[src/rtl/key_pulse_gen_pkg.sv]
// Shared types and constants for the push-button / slide-switch conditioning front end.
package key_pulse_gen_pkg;

    typedef enum logic [1:0] {
        REL       = 2'd0,
        PRESS_CHK = 2'd1,
        PRS       = 2'd2,
        REL_CHK   = 2'd3
    } key_state_e;

    localparam int KEY_REC     = 0;
    localparam int KEY_PLAY    = 1;
    localparam int KEY_STOP    = 2;
    localparam int SW_SLOW_BIT = 4;

endpackage

[src/rtl/key_pulse_gen_debounce.sv]
// Single push-button conditioner: 2-flop sync, inversion to pressed=1, debounce FSM.
//
// state     | meaning
// REL       | debounced released, level 0
// PRESS_CHK | synced pressed, counting toward accepting the press
// PRS       | debounced pressed, level 1
// REL_CHK   | synced released, counting toward accepting the release
module key_pulse_gen_debounce
    import key_pulse_gen_pkg::*;
#(
    parameter int DEBOUNCE_CYC = 500000
) (
    input  logic i_clk,
    input  logic i_rst_n,
    input  logic key_n,
    output logic level,
    output logic press_req
);

    localparam int CNT_W = $clog2(DEBOUNCE_CYC);
    localparam logic [CNT_W-1:0] CNT_LAST = CNT_W'(DEBOUNCE_CYC - 1);

    // Sync chain holds the inverted key so that reset reads as released.
    logic [1:0]       sync_q;
    logic             pressed;
    key_state_e       state, state_nxt;
    logic [CNT_W-1:0] cnt, cnt_nxt;

    assign pressed = sync_q[1];

    always_ff @(posedge i_clk or negedge i_rst_n) begin
        if (!i_rst_n) begin
            sync_q <= '0;
            state  <= REL;
            cnt    <= '0;
        end else begin
            sync_q <= {sync_q[0], ~key_n};
            state  <= state_nxt;
            cnt    <= cnt_nxt;
        end
    end

    always_comb begin
        state_nxt = state;
        cnt_nxt   = cnt;
        press_req = 1'b0;
        case (state)
            REL: begin
                if (pressed) begin
                    state_nxt = PRESS_CHK;
                    cnt_nxt   = '0;
                end
            end
            PRESS_CHK: begin
                if (!pressed) begin
                    state_nxt = REL;
                    cnt_nxt   = '0;
                end else if (cnt == CNT_LAST) begin
                    state_nxt = PRS;
                    cnt_nxt   = '0;
                    press_req = 1'b1;
                end else begin
                    cnt_nxt = cnt + CNT_W'(1);
                end
            end
            PRS: begin
                if (!pressed) begin
                    state_nxt = REL_CHK;
                    cnt_nxt   = '0;
                end
            end
            REL_CHK: begin
                if (pressed) begin
                    state_nxt = PRS;
                    cnt_nxt   = '0;
                end else if (cnt == CNT_LAST) begin
                    state_nxt = REL;
                    cnt_nxt   = '0;
                end else begin
                    cnt_nxt = cnt + CNT_W'(1);
                end
            end
            default: begin
                state_nxt = REL;
                cnt_nxt   = '0;
            end
        endcase
    end

    assign level = (state == PRS) || (state == REL_CHK);

endmodule

[src/rtl/key_pulse_gen.sv]
// Conditions raw buttons into one-hot single-cycle press pulses and raw switches into
// debounced levels with a change strobe.
module key_pulse_gen
    import key_pulse_gen_pkg::*;
#(
    parameter int N_KEYS       = KEY_STOP + 1,
    parameter int N_SW         = SW_SLOW_BIT + 1,
    parameter int DEBOUNCE_CYC = 500000
) (
    input  logic              i_clk,
    input  logic              i_rst_n,
    input  logic [N_KEYS-1:0] i_key_n,
    input  logic [N_SW-1:0]   i_sw,
    output logic [N_KEYS-1:0] o_key_pulse,
    output logic [N_KEYS-1:0] o_key_level,
    output logic [3:0]        o_speed,
    output logic              o_slow,
    output logic              o_sw_changed
);

    localparam int CNT_W = $clog2(DEBOUNCE_CYC);
    localparam logic [CNT_W-1:0] CNT_LAST = CNT_W'(DEBOUNCE_CYC - 1);

    logic [N_KEYS-1:0] press_req;
    logic [N_KEYS-1:0] pending;
    logic [N_KEYS-1:0] cand;
    logic [N_KEYS-1:0] grant;

    for (genvar k = 0; k < N_KEYS; k++) begin : g_key
        key_pulse_gen_debounce #(
            .DEBOUNCE_CYC(DEBOUNCE_CYC)
        ) u_deb (
            .i_clk    (i_clk),
            .i_rst_n  (i_rst_n),
            .key_n    (i_key_n[k]),
            .level    (o_key_level[k]),
            .press_req(press_req[k])
        );
    end

    // Fresh requests join the pending set in the same cycle, so an uncontended
    // press reaches o_key_pulse together with its level.
    always_comb begin
        cand  = pending | press_req;
        grant = '0;
        for (int i = 0; i < N_KEYS; i++) begin
            if (cand[i] && (grant == '0)) begin
                grant[i] = 1'b1;
            end
        end
    end

    always_ff @(posedge i_clk or negedge i_rst_n) begin
        if (!i_rst_n) begin
            pending     <= '0;
            o_key_pulse <= '0;
        end else begin
            pending     <= cand & ~grant;
            o_key_pulse <= grant;
        end
    end

    logic [N_SW-1:0]  sw_s1, sw_s2, sw_prev, sw_deb;
    logic [CNT_W-1:0] sw_cnt;

    always_ff @(posedge i_clk or negedge i_rst_n) begin
        if (!i_rst_n) begin
            sw_s1        <= '0;
            sw_s2        <= '0;
            sw_prev      <= '0;
            sw_deb       <= '0;
            sw_cnt       <= '0;
            o_sw_changed <= 1'b0;
        end else begin
            sw_s1        <= i_sw;
            sw_s2        <= sw_s1;
            sw_prev      <= sw_s2;
            o_sw_changed <= 1'b0;
            if (sw_s2 != sw_prev) begin
                sw_cnt <= '0;
            end else if (sw_s2 != sw_deb) begin
                if (sw_cnt == CNT_LAST) begin
                    sw_deb       <= sw_s2;
                    sw_cnt       <= '0;
                    o_sw_changed <= 1'b1;
                end else begin
                    sw_cnt <= sw_cnt + CNT_W'(1);
                end
            end else begin
                sw_cnt <= '0;
            end
        end
    end

    assign o_speed = sw_deb[3:0];
    assign o_slow  = sw_deb[SW_SLOW_BIT];

endmodule

[config.mk]
export PLATFORM = sky130hd
export DESIGN_NAME = key_pulse_gen
export DESIGN_NICKNAME = d
export VERILOG_FILES = /design/src/rtl/key_pulse_gen_pkg.sv /design/src/rtl/key_pulse_gen_debounce.sv /design/src/rtl/key_pulse_gen.sv
export SDC_FILE = /design/constraint.sdc
export NUM_CORES = 1
export LEC_CHECK = 0
export ABC_AREA = 1
export BUFFER_PORTS_ARGS = -buffer_cell sky130_fd_sc_hd__buf_2
export CAP_MARGIN = 20
export CORE_MARGIN = 2
export CORE_UTILIZATION = 60
export CTS_CLUSTER_SIZE = 28
export DETAILED_ROUTE_END_ITERATION = 10
export GPL_TIMING_DRIVEN = 0
export HOLD_SLACK_MARGIN = 0.05
export PLACE_DENSITY = 0.77
export SYNTH_ARGS = -nofsm -noshare
export SYNTH_HDL_FRONTEND = slang
export SYNTH_HIERARCHICAL = 1
export SYNTH_SLANG_ARGS = --single-unit
[constraint.sdc]
create_clock -name i_clk -period 3.7 [get_ports i_clk]
set_input_delay 0.37 -clock i_clk [delete_from_list [all_inputs] [get_ports i_clk]]
set_output_delay 0.37 -clock i_clk [all_outputs]
set_load 0.02 [all_outputs]
Word level (Yosys, flattened, before mapping)
Cells that the tools add are included.
{"block": "word_totals", "reg_bits": 115, "in_bits": 10, "output_inout_bits": 12, "elab_cells": 129}
{"block": "op_classes", "bitwise_logic": 8, "muxes": 57, "n_reduce_logical": 16, "n_eq_ne": 27, "n_addsub": 4}
{"operator": "2-to-1 mux 19 bit", "n": 18}
{"operator": "one-hot mux 19 bit (4 select lines)", "n": 3}
{"operator": "adder 19 x 1 -> 19 bit (second input constant)", "n": 4}
{"operator": "== test 19 bit (second input constant)", "n": 4}
{"operator": "2-to-1 mux 2 bit", "n": 18}
{"operator": "one-hot mux 2 bit (4 select lines)", "n": 3}
{"operator": "2-to-1 mux 1 bit", "n": 15}
{"operator": "== test 2 bit (second input constant)", "n": 6}
{"operator": "AND reduction 4 bit", "n": 3}
{"operator": "!= test 5 bit", "n": 2}
{"operator": "!= test 3 x 1 -> 1 bit (second input constant)", "n": 3}
{"operator": "!= test 3 bit (second input constant)", "n": 3}
{"operator": "zero test 2 bit", "n": 4}
{"operator": "== test 2 x 1 -> 1 bit (second input constant)", "n": 3}
{"operator": "!= test 2 x 1 -> 1 bit (second input constant)", "n": 3}
{"operator": "!= test 2 bit (second input constant)", "n": 3}
{"operator": "AND reduction 2 bit", "n": 3}
{"operator": "NOT 1 bit", "n": 5}
{"operator": "AND 3 bit", "n": 1}
{"operator": "logical OR 1 bit", "n": 3}
{"operator": "NOT 3 bit", "n": 1}
{"operator": "OR 3 bit", "n": 1}
{"operator": "AND reduction 3 bit", "n": 1}
{"operator": "logical AND 1 bit", "n": 2}

Depth between registers and ports, before layout
Gate-level depths: netlist (run 1).
{"block": "logic_depth", "ltp_word": 14, "mapped_depth": 11, "ltp_nobuf": 10}

By module
Netlist (run 1), hierarchy kept.
{"module": "key_pulse_gen_debounce (g_key[0].u_deb ...)", "area_per_inst_um2": 1438.9, "seq_area_each_um2": 575.6, "instances": 2, "cells_per_inst": 195}
{"module": "key_pulse_gen", "area_per_inst_um2": 2144.6, "seq_area_each_um2": 1126.1, "instances": 1, "cells_per_inst": 261}
{"module": "key_pulse_gen_debounce (g_key[2].u_deb)", "area_per_inst_um2": 1435.1, "seq_area_each_um2": 575.6, "instances": 1, "cells_per_inst": 202}

Worst setup path before layout (run 1)
OpenSTA, ideal clock, no wires.
{"block": "synth_timing", "path_type": "reg-to-reg", "start": "register g_key[0].u_deb.cnt[0]", "end": "register pending[2]", "path_stages_with_launch": 8, "setup_time_ps": 77, "n_path_buf": 0, "required_time_ps": 3623, "slack_ps": 2111, "synth_period_minus_slack_ps": 1589, "arrival_ps": 1512, "cell_sequence": "dfrtp_1 ha_1 nand2_2 nor2_2 nand3_1 nor4_1 inv_1 a21oi_1"}
{"block": "synth_between", "elab_chain_cells": 14}
{"item": "start: declaration", "line": "key_pulse_gen_debounce.sv:27", "text": "logic [CNT_W-1:0] cnt, cnt_nxt;"}
{"item": "start signal: assignment", "line": "key_pulse_gen_debounce.sv:39", "text": "cnt <= cnt_nxt;"}
{"item": "== test 19 bit *", "line": "key_pulse_gen_debounce.sv:58", "text": "end else if (cnt == CNT_LAST) begin"}
{"item": "2-to-1 mux 1 bit *", "line": "key_pulse_gen_debounce.sv:58"}
{"item": "2-to-1 mux 1 bit *", "line": "key_pulse_gen_debounce.sv:55", "text": "if (!pressed) begin"}
{"item": "2-to-1 mux 1 bit *", "line": "key_pulse_gen_debounce.sv:47", "text": "case (state)"}
{"item": "OR 3 bit *", "line": "key_pulse_gen.sv:44", "text": "cand = pending | press_req;"}
{"item": "named net cand[0]", "line": "key_pulse_gen.sv:26", "text": "logic [N_KEYS-1:0] cand;"}
{"item": "2-to-1 mux 1 bit *", "line": "key_pulse_gen.sv:47", "text": "if (cand[i] && (grant == '0)) begin"}
{"item": "NOT 1 bit", "line": "key_pulse_gen.sv:47"}
{"item": "logical AND 1 bit", "line": "key_pulse_gen.sv:47"}
{"item": "2-to-1 mux 1 bit", "line": "key_pulse_gen.sv:47"}
{"item": "zero test 2 bit *", "line": "key_pulse_gen.sv:47"}
{"item": "logical AND 1 bit *", "line": "key_pulse_gen.sv:47"}
{"item": "2-to-1 mux 1 bit *", "line": "key_pulse_gen.sv:47"}
{"item": "NOT 3 bit *", "line": "key_pulse_gen.sv:58", "text": "pending <= cand & ~grant;"}
{"item": "AND 3 bit *", "line": "key_pulse_gen.sv:58"}
{"item": "end signal: assignment", "line": "key_pulse_gen.sv:58"}
{"item": "end: declaration", "line": "key_pulse_gen.sv:25", "text": "logic [N_KEYS-1:0] pending;"}
The timed path passes the listed nets; every way through them passes the cells marked *.
A chain may end at the register's enable or synchronous reset.

Final worst setup path (run 1)
Ends and elaborated chain as after synthesis.

==> metrics.md, run 1 <==
| Metric | Value |
|---|---|
| Outcome | complete, no violations |
| Maximum clock frequency | roughly 480 MHz |
| Yosys top cell by area | dfrtp_1 |
| Port Buffers | 21 |
| Die X-Extent | about 110 um |
| Worst min-delay path class | reg2reg |
| Initial DRT Pass Iterations | 5 |
| CTS tree | done |
| Congestion Overflow GR | 0 |
| Antenna diodes | 0 |
| # placed instances | just over 1,000 |
| Layout cells sized above 1 | 0.1444 |
| CTS clock-pin slew for the worst setup and hold paths | approximately 0.05 ns |
| Dpl hpwl | approximately 10000 um |
| Cell Area, Synth | 0.006457 mm^2 |
| Worst Max-Slew Pin Slew | approximately 0.86 ns |
| Placer Congestion | 0.9274 |
| H-tree depth | 4 |
| Mean Syn Cell Area | 7.570 um^2 |
| Vias post-DR | 5,676 |
| Initial Util | 0.6227 |
| Simple-gate portion of the synthesized area | 0.3860 |
| Die Area | between 0.01 and 0.015 mm^2 |
| Synth Area in Adders | 0.007750 |
| Fillers | 805 |
| Post-synthesis mux area share | 0 |
| Post-route insts no fill | around 1,100 |
| First-pass GRT wire length | between 20,000 and 25,000 um |
| Total track usage | 0.2689 |
| Area contributors post-synth | dfrtp_1 (44%), nand2_1 (14%), nand3_1 (6.1%) |
| DR WL/cell | 13.73 um |
| Clk sinks | around 110 |
| Number of global-route vias before repair | 5,508 |
| Multi-input gate area | between 0.003 and 0.004 mm^2 |
| Setup Viol. Count Final | 0 |
| MaxCap Viol Count | 0 |
| CP startpoint kind | register |
| Period Utilization, post-route | 0.5670 |
| Synth Area in Compound Gates | 0.05522 |
| Largest family of logic cells by synthesized area | simple AND/OR/NAND/NOR gates |
| WP data required | 4.14 ns |
| Area Growth Syn to Fin | 15.23% |
| Fin. Hold Viols | 0 |
| Arrival time worst endpoint | 2.54 ns |
| Core Rows | 37 |
| Register area share after synthesis | 0.4418 |
| Peak VDD IR | between 500 and 600 uV |
| Post-synth cell types | 37 |
| CTS root buffer | clkbuf_8 |
| Initial antenna violation count | 0 |
| Sequential Area | around 0.0029 mm^2 |
| Worst skew pair latency | about 0.52 ns |
| Worst slew margin | 0.4222 |
| Maximum root-to-sink buffer count | 2 |
| Number of routed nets with antenna violations | 0 |
| Routed vias/inst | about 5.4 |
| YS warnings | 6 |
| CP endpoint kind | register |
| Xor and xnor area share after synthesis | 0.03488 |
| CP max FO | 4 |
| Total clock buffers created by CTS | 17 |
| Final Slew Violations | 0 |
| Unrepaired setup endpoints after global routing | false |
| Leak | 3.431 nW |
| CP max stage cell | nor4_1 |
| DRC viols | 0 |
| Drt total wl | around 14,000 um |
| Fin crit period | between 2 and 2.5 ns |
| Area fraction of the dominant cell type after synthesis | 0.4418 |
| Die Ht | between 100 and 150 um |
| PD cells | 508.9 mW/mm^2 |
| Kind of critical path | reg2reg |
| Postcts setup bufs | 0 |
| Final nets | between 900 and 1,000 |
| Largest net degree at the start of global routing | a little under 60 |
| Fin Setup TNS | 0 ns |
| Cells after synthesis | 853 |
| Mapped Nets | 867 |
| Core Area | ~0.010 mm^2 |
| #FFs+latches synth | 114 |
| Crit-path cells | ha_1 > nand2_2 > nor2_2 > nand3_1 > nor4_1 > inv_1 > a21oi_1 |
| I/O pin count | 22 |
| CP max stage delay | about 0.67 ns |
| Detailed router's first-iteration violation count | slightly below 400 |
| Clock Skew | around 0.012 ns |
| FF-to-FF setup slack | 1.60 ns |
## path summary, 6_finish.rpt
path | endpoint | from | cells past startpoint
worst max-delay path | pending[2]$_DFF_PN0_ | g_key[0].u_deb/cnt[0]$_DFFE_PN0P_ | 7
worst max register to register | pending[2]$_DFF_PN0_ | g_key[0].u_deb/cnt[0]$_DFFE_PN0P_ | 7
min in group asynchronous | sw_cnt[18]$_DFF_PN0_ | i_rst_n | 2
worst min-delay path | sw_s2[3]$_DFF_PN0_ | sw_s1[3]$_DFF_PN0_ | 0
worst min register to register | sw_s2[3]$_DFF_PN0_ | sw_s1[3]$_DFF_PN0_ | 0
max in group asynchronous | g_key[1].u_deb/cnt[11]$_DFFE_PN0P_ | i_rst_n | 3
## synth_stat cells, drive strengths merged
cell type and number:
inv 109, and2 2, nor3 18, clkinv 1
clkbuf 1, o21ai 31, dfrtp 114, xnor2 10
o22ai 9, nand3 86, xor2 14, a21oi 17
ha 4, nand2 264, or2 2, nor2 132
dlygate4sd1 2, buf 5, nand4 23, o21bai 5
nor4 4
## cells in the final DEF (no fill, tap or decap), types with 13 or more instances in the layout
master,Yosys,final
nand2_1,245,245
inv_1,101,101
nor2_1,101,101
nor3_1,16,16
a21oi_1,13,13
nor2_2,14,14
nand4_1,23,23
nand3_1,79,79
nor2_4,15,15
dfrtp_1,114,114
buf_2,0,20
o21ai_0,26,26
xor2_1,14,14
nand2_2,18,18
clkbuf_16,0,16
## worst max-delay path: cells and delay by family, from the launching register on
family | cells | cell delay, ns
adder cells (fa/ha/maj) | 1 | 0.22
AND/OR/NAND/NOR | 4 | 1.08
flip-flops | 1 | 0.40
buffers and inverters | 1 | 0.14
AO/OA/AOI/OAI | 1 | 0.18
## through the flow
stage | utilization | hold WS [ns] | setup WS (ns) | total power, mW | cell area [um^2]
final | 0.7175 | 0.3455 | 1.602 | 3.787 | 7441
after global routing | 0.7175 | 0.3563 | 1.369 | 3.979 | 7441
after CTS | 0.7175 | 0.3488 | 1.591 | 3.820 | 7441
after detailed placement | 0.6521 | 0.3364 | 1.637 | 2.194 | 6763
after global placement | 0.6493 | 0.3353 | 0.9291 | 2.156 | 6733
after floorplan | - | 0.07441 | 2.111 | 1.980 | 6457
## what timing repair did
item	in CTS	in global routing
setup endpoints to repair	0	0
hold endpoints to repair	65	0
hold buffers	9	0
gates resized for setup	0	0
## flip-flops by register name, indices dropped and copies added (netlist names), named ones only
name and flops:
g_key.u_deb/cnt 57, g_key.u_deb/state 3, g_key.u_deb/sync_q 6, o_key_pulse 3, o_sw_changed 1, pending 2, sw_cnt 19, sw_deb 5
sw_prev 5, sw_s1 5, sw_s2 5
## power breakdown
part	switching [mW]	internal (mW)	total [mW]
Combinational	0.519	0.248	0.767
Sequential	0.0941	1.33	1.42
Clock	0.527	1.07	1.60
## area by class of cell
| class | instances | share of cell area |
|---|---|---|
| repair buffers | 31 | 0.03027 |
| inverters | 110 | 0.05566 |
| multi-input cells | 621 | 0.4199 |
| plain buffers | 8 | 0.008912 |
| flip-flops and latches | 114 | 0.3834 |
| clock inverters | 4 | 0.009417 |
| well taps | 136 | 0.02287 |
| clock buffers | 26 | 0.06961 |
## metal layers
| metal | GRT usage | up-vias | wire length (um) |
|---|---|---|---|
| met1 | 0.3309 | 2656 | 6289 |
| met3 | 0.06295 | 32 | 649 |
| met5 | 0 | - | 0 |
| li1 | - | 2815 | - |
| met4 | 0.1016 | 0 | 284 |
| met2 | 0.4591 | 173 | 7190 |
## cells by family (layout without fill, tap and decap cells)
family	Yosys count	in the layout
AND/OR/NAND/NOR	531	531
adder cells (fa/ha/maj)	4	4
flip-flops	114	114
AO/OA/AOI/OAI	62	62
buffers and inverters	118	179
XOR/XNOR	24	24
Power figures use the tool's default switching activity.
==> run 2, diff against run 1 <==
--- a/config.mk
+++ b/config.mk
@@ -9,12 +9,12 @@
 export BUFFER_PORTS_ARGS = -buffer_cell sky130_fd_sc_hd__buf_2
 export CAP_MARGIN = 20
 export CORE_MARGIN = 2
-export CORE_UTILIZATION = 60
+export CORE_UTILIZATION = 56
 export CTS_CLUSTER_SIZE = 28
 export DETAILED_ROUTE_END_ITERATION = 10
 export GPL_TIMING_DRIVEN = 0
 export HOLD_SLACK_MARGIN = 0.05
-export PLACE_DENSITY = 0.77
+export PLACE_DENSITY = 0.76
 export SYNTH_ARGS = -nofsm -noshare
 export SYNTH_HDL_FRONTEND = slang
 export SYNTH_HIERARCHICAL = 1
==> constraint.sdc (replaced) <==
create_clock -name i_clk -period 1.72 [get_ports i_clk]
set_input_delay 0.172 -clock i_clk [delete_from_list [all_inputs] [get_ports i_clk]]
set_output_delay 0.172 -clock i_clk [all_outputs]
set_load 0.02 [all_outputs]
==> run 2 against run 1 <==
Die area grew 6.9%. Via count shrank 2.6%. Sequential power grew 120%. Register-to-register slack lost 1.5 ns. Count of clock-buffer cells in the layout shrank 3. Critical path type unchanged. Highest routed layer unchanged. Global-route usage shrank 3.5 points. First-iteration DRC count grew 23%. Worst setup slack lost 1.5 ns. Combinational power grew 130%.
==> metrics.md, run 2 (synthesized netlist as in run 1, its figures left out) <==
| Metric | Value |
|---|---|
| Outcome | complete, no violations |
| Initial Util | 0.5704 (-0.05231) |
| Maximum root-to-sink buffer count | 2 (unchanged) |
| Congestion Overflow GR | 0 (unchanged) |
| Vias post-DR | 5,528 (-2.6%) |
| Placer Congestion | 0.9016 (-2.8%) |
| Kind of critical path | reg2reg |
| CP max FO | 4 (unchanged) |
| Area Growth Syn to Fin | 18.21% |
| Dpl hpwl | 9388 um (-5.8%) |
| # placed instances | 1,018 (+0.69%) |
| Clk sinks | 114 (unchanged) |
| Die Area | 0.01241 mm^2 (+6.9%) |
| Met1 WL | 6422 um (+2.1%) |
| Pre-CTS WS | -0.2477 ns (-1.885 ns) |
| Overall power | 8.185 mW (+120%) |
| Layout cells sized above 1 | 0.1717 (+0.02729) |
| Clock Skew | 0.007681 ns (-0.004054 ns) |
| Final setup margin | 0.08036 ns (-1.522 ns) |
| Met3 Wirelength | 534 um (-18%) |
| MaxCap Viol Count | 0 (unchanged) |
| Drt total wl | 13,660 um (-5.3%) |
| Routed wl met2 | 6518 um (-9.3%) |
| Maximum clock frequency | 609.9 MHz (+28%) |
| Leak | 3.497 nW (+1.9%) |
| First-pass GRT wire length | 23,640 um (-3.9%) |
| Fin crit period | 1.640 ns (-0.4582 ns) |
| Final Slew Violations | 0 (unchanged) |
| Worst skew pair latency | 0.41 ns (-0.11 ns) |
| Largest net degree at the start of global routing | 59 (unchanged) |
| Layout Utilization | 0.6743 (-0.04325) |
| PD cells | 1072 mW/mm^2 (+110%) |
| Port Buffers | 21 (unchanged) |
| CTS clock-pin slew for the worst setup and hold paths | 0.05 ns (about the same) |
| Post-route insts no fill | 1,069 (+1.8%) |
| Period Utilization, post-route | 0.9533 (+0.3863) |
| Routed vias/inst | 5.171 (-4.3%) |
| Area after DPL | 0.006771 mm^2 (+0.13%) |
| Die Ht | 111.4 um (+3.4%) |
| Setup Viol. Count Final | 0 (unchanged) |
| Total clock buffers created by CTS | 17 (unchanged) |
| CP endpoint kind | register |
| Fin Setup TNS | 0 ns (unchanged) |
| Antenna diodes | 0 (unchanged) |
| H-tree depth | 4 (unchanged) |
| CTS tree | done |
| Max FFs per register | 57 (unchanged) |
| Most frequent cells in the layout | nand2_1 (244), dfrtp_1 (112), inv_1 (101) |
| Final hold slack | 0.3441 ns (-0.001388 ns) |
| WP data required | 2.01 ns (-2.13 ns) |
| DRC viols | 0 (unchanged) |
| Unrepaired setup endpoints after global routing | true |
| Fin. Hold Viols | 0 (unchanged) |
| Initial DRT Pass Iterations | 5 (unchanged) |
| Total track usage | 0.2341 (-0.03484) |
| Worst Max-Slew Pin Slew | 0.7290 ns (-0.1299 ns) |
| DR WL/cell | 12.77 um (-6.9%) |
| Number of global-route vias before repair | 5,223 (-5.2%) |
| Detailed router's first-iteration violation count | 485 (+23%) |
| Final nets | 930 (+1.4%) |
| CP startpoint kind | register |
| Finished Cell Area | 0.007634 mm^2 (+2.6%) |
| Worst slew margin | 0.5140 (+0.09185) |
| Number of routed nets with antenna violations | 0 (unchanged) |
| Commonest non-fill, non-tap cell in the layout | nand2_1 |
| Die X-Extent | 111.4 um (+3.4%) |
| Worst min-delay path class | reg2reg |
| DR top layer | met4 |
| Arrival time worst endpoint | 1.93 ns (-0.61 ns) |
| Peak VDD IR | 913.4 uV (+81%) |
| Initial antenna violation count | 0 (unchanged) |
| Largest register by flop count | g_key.u_deb/cnt |
| Core Area | 0.01132 mm^2 (+9.2%) |
| CTS root buffer | clkbuf_16 |
| Core Rows | 39 (+5.4%) |
| Largest regs | g_key.u_deb/cnt: 57 flops, sw_cnt: 19 flops, g_key.u_deb/sync_q: 6 flops |
| I/O pin count | 22 (unchanged) |
-- run 2: where the power goes --
group	internal [mW]	switching, mW	total, mW
logic	0.593	1.14	1.73
clock network	2.24	1.14	3.38
registers	2.85	0.213	3.07
-- run 2: metal layers --
| metal | up-vias | track usage |
|---|---|---|
| li1 | 2836 | - |
| met1 | 2554 | 0.3134 |
| met2 | 122 | 0.3817 |
| met3 | 16 | 0.05008 |
| met4 | 0 | 0.08148 |
| met5 | - | 0 |
-- run 2: layout make-up --
cell class | count | area (um^2)
fillers | 933 | 3687
multi-input cells | 621 | 3228
flip-flops and latches | 114 | 2855
clock buffers | 23 | 488.0
inverters | 110 | 414.1
repair buffers | 44 | 322.8
well taps | 143 | 178.9
clock inverters | 6 | 80.08
plain buffers | 8 | 66.31
-- run 2: path summary, 6_finish.rpt --
kind,from,end,slack [ns],cells past startpoint
min in group asynchronous,i_rst_n,g_key[2].u_deb/cnt[2]$_DFFE_PN0P_,0.38,2
max in group asynchronous,i_rst_n,g_key[1].u_deb/sync_q[1]$_DFF_PN0_,0.61,3
setup reg to reg,g_key[0].u_deb/cnt[0]$_DFFE_PN0P_,o_key_pulse[2]$_DFF_PN0_,0.08,7
setup / recovery,g_key[0].u_deb/cnt[0]$_DFFE_PN0P_,o_key_pulse[2]$_DFF_PN0_,0.08,7
hold / removal,sw_s1[2]$_DFF_PN0_,sw_s2[2]$_DFF_PN0_,0.34,0
hold reg to reg,sw_s1[2]$_DFF_PN0_,sw_s2[2]$_DFF_PN0_,0.34,0
-- run 2: repair_timing --
| action | CTS | global route |
|---|---|---|
| hold endpoints to repair | 64 | 0 |
| resized for setup | 12 | 12 |
| hold buffers | 9 | 0 |
| pin swaps | 7 | 5 |
| endpoints found under the setup margin | 5 | 27 |
| setup buffers | 8 | 5 |
-- run 2: worst max-delay path, cell delays in order, from the launching register on --
cell     delay, ns
dfrtp_1       0.38
ha_2          0.21
nand2_2       0.08
nor2_4        0.13
nand3_2       0.14
nor4_4        0.35
buf_4         0.18
nor4_2        0.05
==> run 3, diff against run 2 <==
--- a/config.mk
+++ b/config.mk
@@ -17,5 +17,4 @@
 export PLACE_DENSITY = 0.76
 export SYNTH_ARGS = -nofsm -noshare
 export SYNTH_HDL_FRONTEND = slang
-export SYNTH_HIERARCHICAL = 1
 export SYNTH_SLANG_ARGS = --single-unit
==> run 3 against run 2 <==
Hold slack worse by 0.079 ns. Sequential power is 2% lower. Global-route usage rose by 2.1 points. Sequential cell count unchanged. Largest cell class is now flip-flops and latches.
==> metrics.md, run 3 <==
| Metric | Value |
|---|---|
| Worst skew pair latency | 0.53 ns (+0.12 ns) |
| Number of routed nets with antenna violations | 0 (unchanged) |
| WP buf/inv | 1 (unchanged) |
| CTS clock-pin slew for the worst setup and hold paths | 0.06 ns (about the same) |
| Leak | 3.292 nW (-5.9%) |
| Finished Cell Area | 0.007258 mm^2 (-4.9%) |
| Initial DRT Pass Iterations | 5 (unchanged) |
| Post-route insts no fill | 1,002 (-6.3%) |
| Period Utilization, post-route | 0.9343 (-0.01899) |
| I/O pin count | 22 (unchanged) |
| Core Area | 0.01075 mm^2 (-5.1%) |
| Top FF cell, synth | dfrtp_1 |
| Clock Skew | 0.004367 ns (-0.003314 ns) |
| WP data required | 2.14 ns (+0.13 ns) |
| CTS tree | done |
| Post-synth cell types | 37 (unchanged) |
| Fin crit period | 1.607 ns (-0.03267 ns) |
| Register area share after synthesis | 0.4678 (+0.02601) |
| CP startpoint kind | register |
| Maximum root-to-sink buffer count | 2 (unchanged) |
| Fillers | 882 (-5.5%) |
| Total clock buffers created by CTS | 17 (unchanged) |
| Largest net degree at the start of global routing | 60 (+1.7%) |
| Crit-path cells | ha_2 > nand3_2 > nor2_1 > nand3_1 > nand2_2 > nand2_4 > inv_4 > nor2_1 |
| Total track usage | 0.2551 (+0.02100) |
| Worst reg2reg path depth | 8 (+1) |
| Critical Path Stages | 8 (+1) |
| Worst Max-Slew Pin Slew | 0.7663 ns (+0.03731 ns) |
| H-tree depth | 4 (unchanged) |
| Async set-reset flop share out of synthesis | 1.000 (unchanged) |
| Core Rows | 38 (-2.6%) |
| Area fraction of the dominant cell type after synthesis | 0.4678 (+0.02601) |
| Cell Area, Synth | 0.006098 mm^2 (-5.6%) |
| Number of synthesized flops with an enable pin | 0 (unchanged) |
| Initial antenna violation count | 0 (unchanged) |
| Crit path top cell by count | nor2_1 |
| MaxCap Viol Count | 0 (unchanged) |
| Die Area | 0.01174 mm^2 (-5.4%) |
| Number of global-route vias before repair | 5,181 (-0.80%) |
| Most frequent cells in the layout | nand2_1 (184), inv_1 (117), dfrtp_1 (113) |
| Cells after synthesis | 794 (-6.9%) |
| Final Slew Violations | 0 (unchanged) |
| Fin Setup TNS | 0 ns (unchanged) |
| Largest register by flop count | g_key.u_deb.cnt |
| Leading cell type by number of instances after synthesis | nand2_1 |
| CTS root buffer | clkbuf_8 |
| Drt total wl | 13,670 um (about the same) |
| Area after DPL | 0.006409 mm^2 (-5.4%) |
| First-pass GRT wire length | 23,330 um (-1.3%) |
| Top delay family on crit path | simple AND/OR/NAND/NOR gates |
| CP endpoint kind | register |
| Overall power | 8.112 mW (-0.89%) |
| Unrepaired setup endpoints after global routing | true |
| Placer Congestion | 0.9170 (+1.7%) |
| Mean Syn Cell Area | 7.681 um^2 (+1.5%) |
| Clk sinks | 114 (unchanged) |
| Congestion Overflow GR | 0 (unchanged) |
| Arrival time worst endpoint | 2.03 ns (+0.10 ns) |
| Maximum clock frequency | 622.3 MHz (+2.0%) |
| CP max stage delay | 0.40 ns (+0.02 ns) |
| Max FFs per register | 57 (unchanged) |
| Kind of critical path | reg2reg |
| DR WL/cell | 13.64 um (+6.8%) |
| Area contributors post-synth | dfrtp_1 (47%), nand2_1 (11%), inv_1 (7.2%) |
| Layout cells sized above 1 | 0.1404 (-0.03134) |
| Die X-Extent | 108.4 um (-2.7%) |
| PD cells | 1118 mW/mm^2 (+4.2%) |
| # placed instances | 956 (-6.1%) |
| Worst slew margin | 0.4892 (-0.02487) |
| Peak VDD IR | 1177 uV (+29%) |
| Routed vias/inst | 5.394 (+4.3%) |
| CP max stage cell | dfrtp_1 |
| Final nets | 863 (-7.2%) |
| Die Ht | 108.4 um (-2.7%) |
| Initial Util | 0.5675 (-0.002866) |
| Largest regs | g_key.u_deb.cnt: 57 flops, sw_cnt: 19 flops, g_key.u_deb.sync_q: 6 flops |
| Fin. Hold Viols | 0 (unchanged) |
| Detailed router's first-iteration violation count | 284 (-41%) |
| Port Buffers | 21 (unchanged) |
| Yosys top cell by area | dfrtp_1 |
| Final hold slack | 0.2651 ns (-0.07901 ns) |
| Worst min-delay path class | in2async |
| Mapped Nets | 808 (-6.8%) |
| Antenna diodes | 0 (unchanged) |
| Dpl hpwl | 9436 um (+0.51%) |
| Most frequent cells after synthesis | nand2_1 (186), inv_1 (117), dfrtp_1 (114) |
| Final setup margin | 0.1130 ns (+0.03267 ns) |
| Area Growth Syn to Fin | 19.02% |
| CP max FO | 8 (+4) |
| DRC viols | 0 (unchanged) |
| Outcome | complete, no violations |
| Commonest non-fill, non-tap cell in the layout | nand2_1 |
| Pre-CTS WS | -0.05783 ns (+0.1899 ns) |
| YS warnings | 0 (-6) |
| #FFs+latches synth | 114 (unchanged) |
| Layout Utilization | 0.6755 (+0.001184) |
| Setup Viol. Count Final | 0 (unchanged) |
| Vias post-DR | 5,405 (-2.2%) |
==> run 3: cell types whose count changed in the layout (fill, tap and decap cells not counted), moves of 6 or more <==
cell	change
nand3_1	-13
nand4_1	+12
buf_4	-6
nor2_4	-11
inv_1	+16
nand2_2	-10
o21ai_0	+7
nand2_1	-60
==> run 3: final timing paths <==
path                                                           end  slack (ns)                               from
worst max-delay path             g_key[2].u_deb.cnt[9]$_DFFE_PN0P_        0.11  g_key[2].u_deb.cnt[1]$_DFFE_PN0P_
worst min-delay path                            sw_s2[2]$_DFF_PN0_        0.27                            i_rst_n
worst max register to register   g_key[2].u_deb.cnt[9]$_DFFE_PN0P_        0.11  g_key[2].u_deb.cnt[1]$_DFFE_PN0P_
worst min register to register                  sw_s2[0]$_DFF_PN0_        0.35                 sw_s1[0]$_DFF_PN0_
max in group asynchronous       g_key[0].u_deb.cnt[18]$_DFFE_PN0P_        0.73                            i_rst_n
min in group i_clk                              sw_s1[1]$_DFF_PN0_        0.28                            i_sw[1]
==> run 3: repair_timing <==
item | CTS | global route
hold buffers | 9 | 0
pin swaps | 0 | 4
buffers inserted | 0 | 5
gates resized for setup | 7 | 16
endpoints found under the hold margin | 66 | 0
endpoints found under the setup margin | 15 | 43
==> run 3: worst reg2reg max path: stages (launching register included) <==
cell     delay [ns]
dfrtp_1        0.40
ha_2           0.25
nand3_2        0.12
nor2_1         0.13
nand3_1        0.13
nand2_2        0.18
nand2_4        0.12
inv_4          0.11
nor2_1         0.06
==> run 3: area by class of cell <==
cell class / count / area, um^2 / share of cell area
flip-flops and latches: 114 / 2854 / 0.3932
repair buffers: 36 / 262.8 / 0.03620
plain buffers: 11 / 76.32 / 0.01052
inverters: 124 / 467.9 / 0.06447
clock buffers: 20 / 455.4 / 0.06275
clock inverters: 12 / 180.2 / 0.02482
well taps: 140 / 175.2 / 0.02413
multi-input cells: 545 / 2786 / 0.3839
==> run 3: power breakdown <==
| part | switching (mW) | internal (mW) |
|---|---|---|
| logic | 0.927 | 0.462 |
| clock network | 1.26 | 2.47 |
| registers | 0.165 | 2.84 |
| total | 2.35 | 5.76 |
==> run 3: per-layer routing <==
| layer | vias up | wire [um] | global-route usage |
|---|---|---|---|
| met5 | - | 0 | 0 |
| met4 | 0 | 312 | 0.1136 |
| met3 | 30 | 627 | 0.05847 |
| met2 | 141 | 6659 | 0.4106 |
| met1 | 2586 | 6067 | 0.3307 |
| li1 | 2648 | - | - |
==> run 3: logic make-up after synthesis <==
kind of cell,after synthesis,synth area share
compound gates,68,0.06237
xor+xnor,28,0.04145
fa+ha+maj,4,0.008207
buf+inv,135,0.08884
flops,114,0.4678
simple gates,445,0.3314
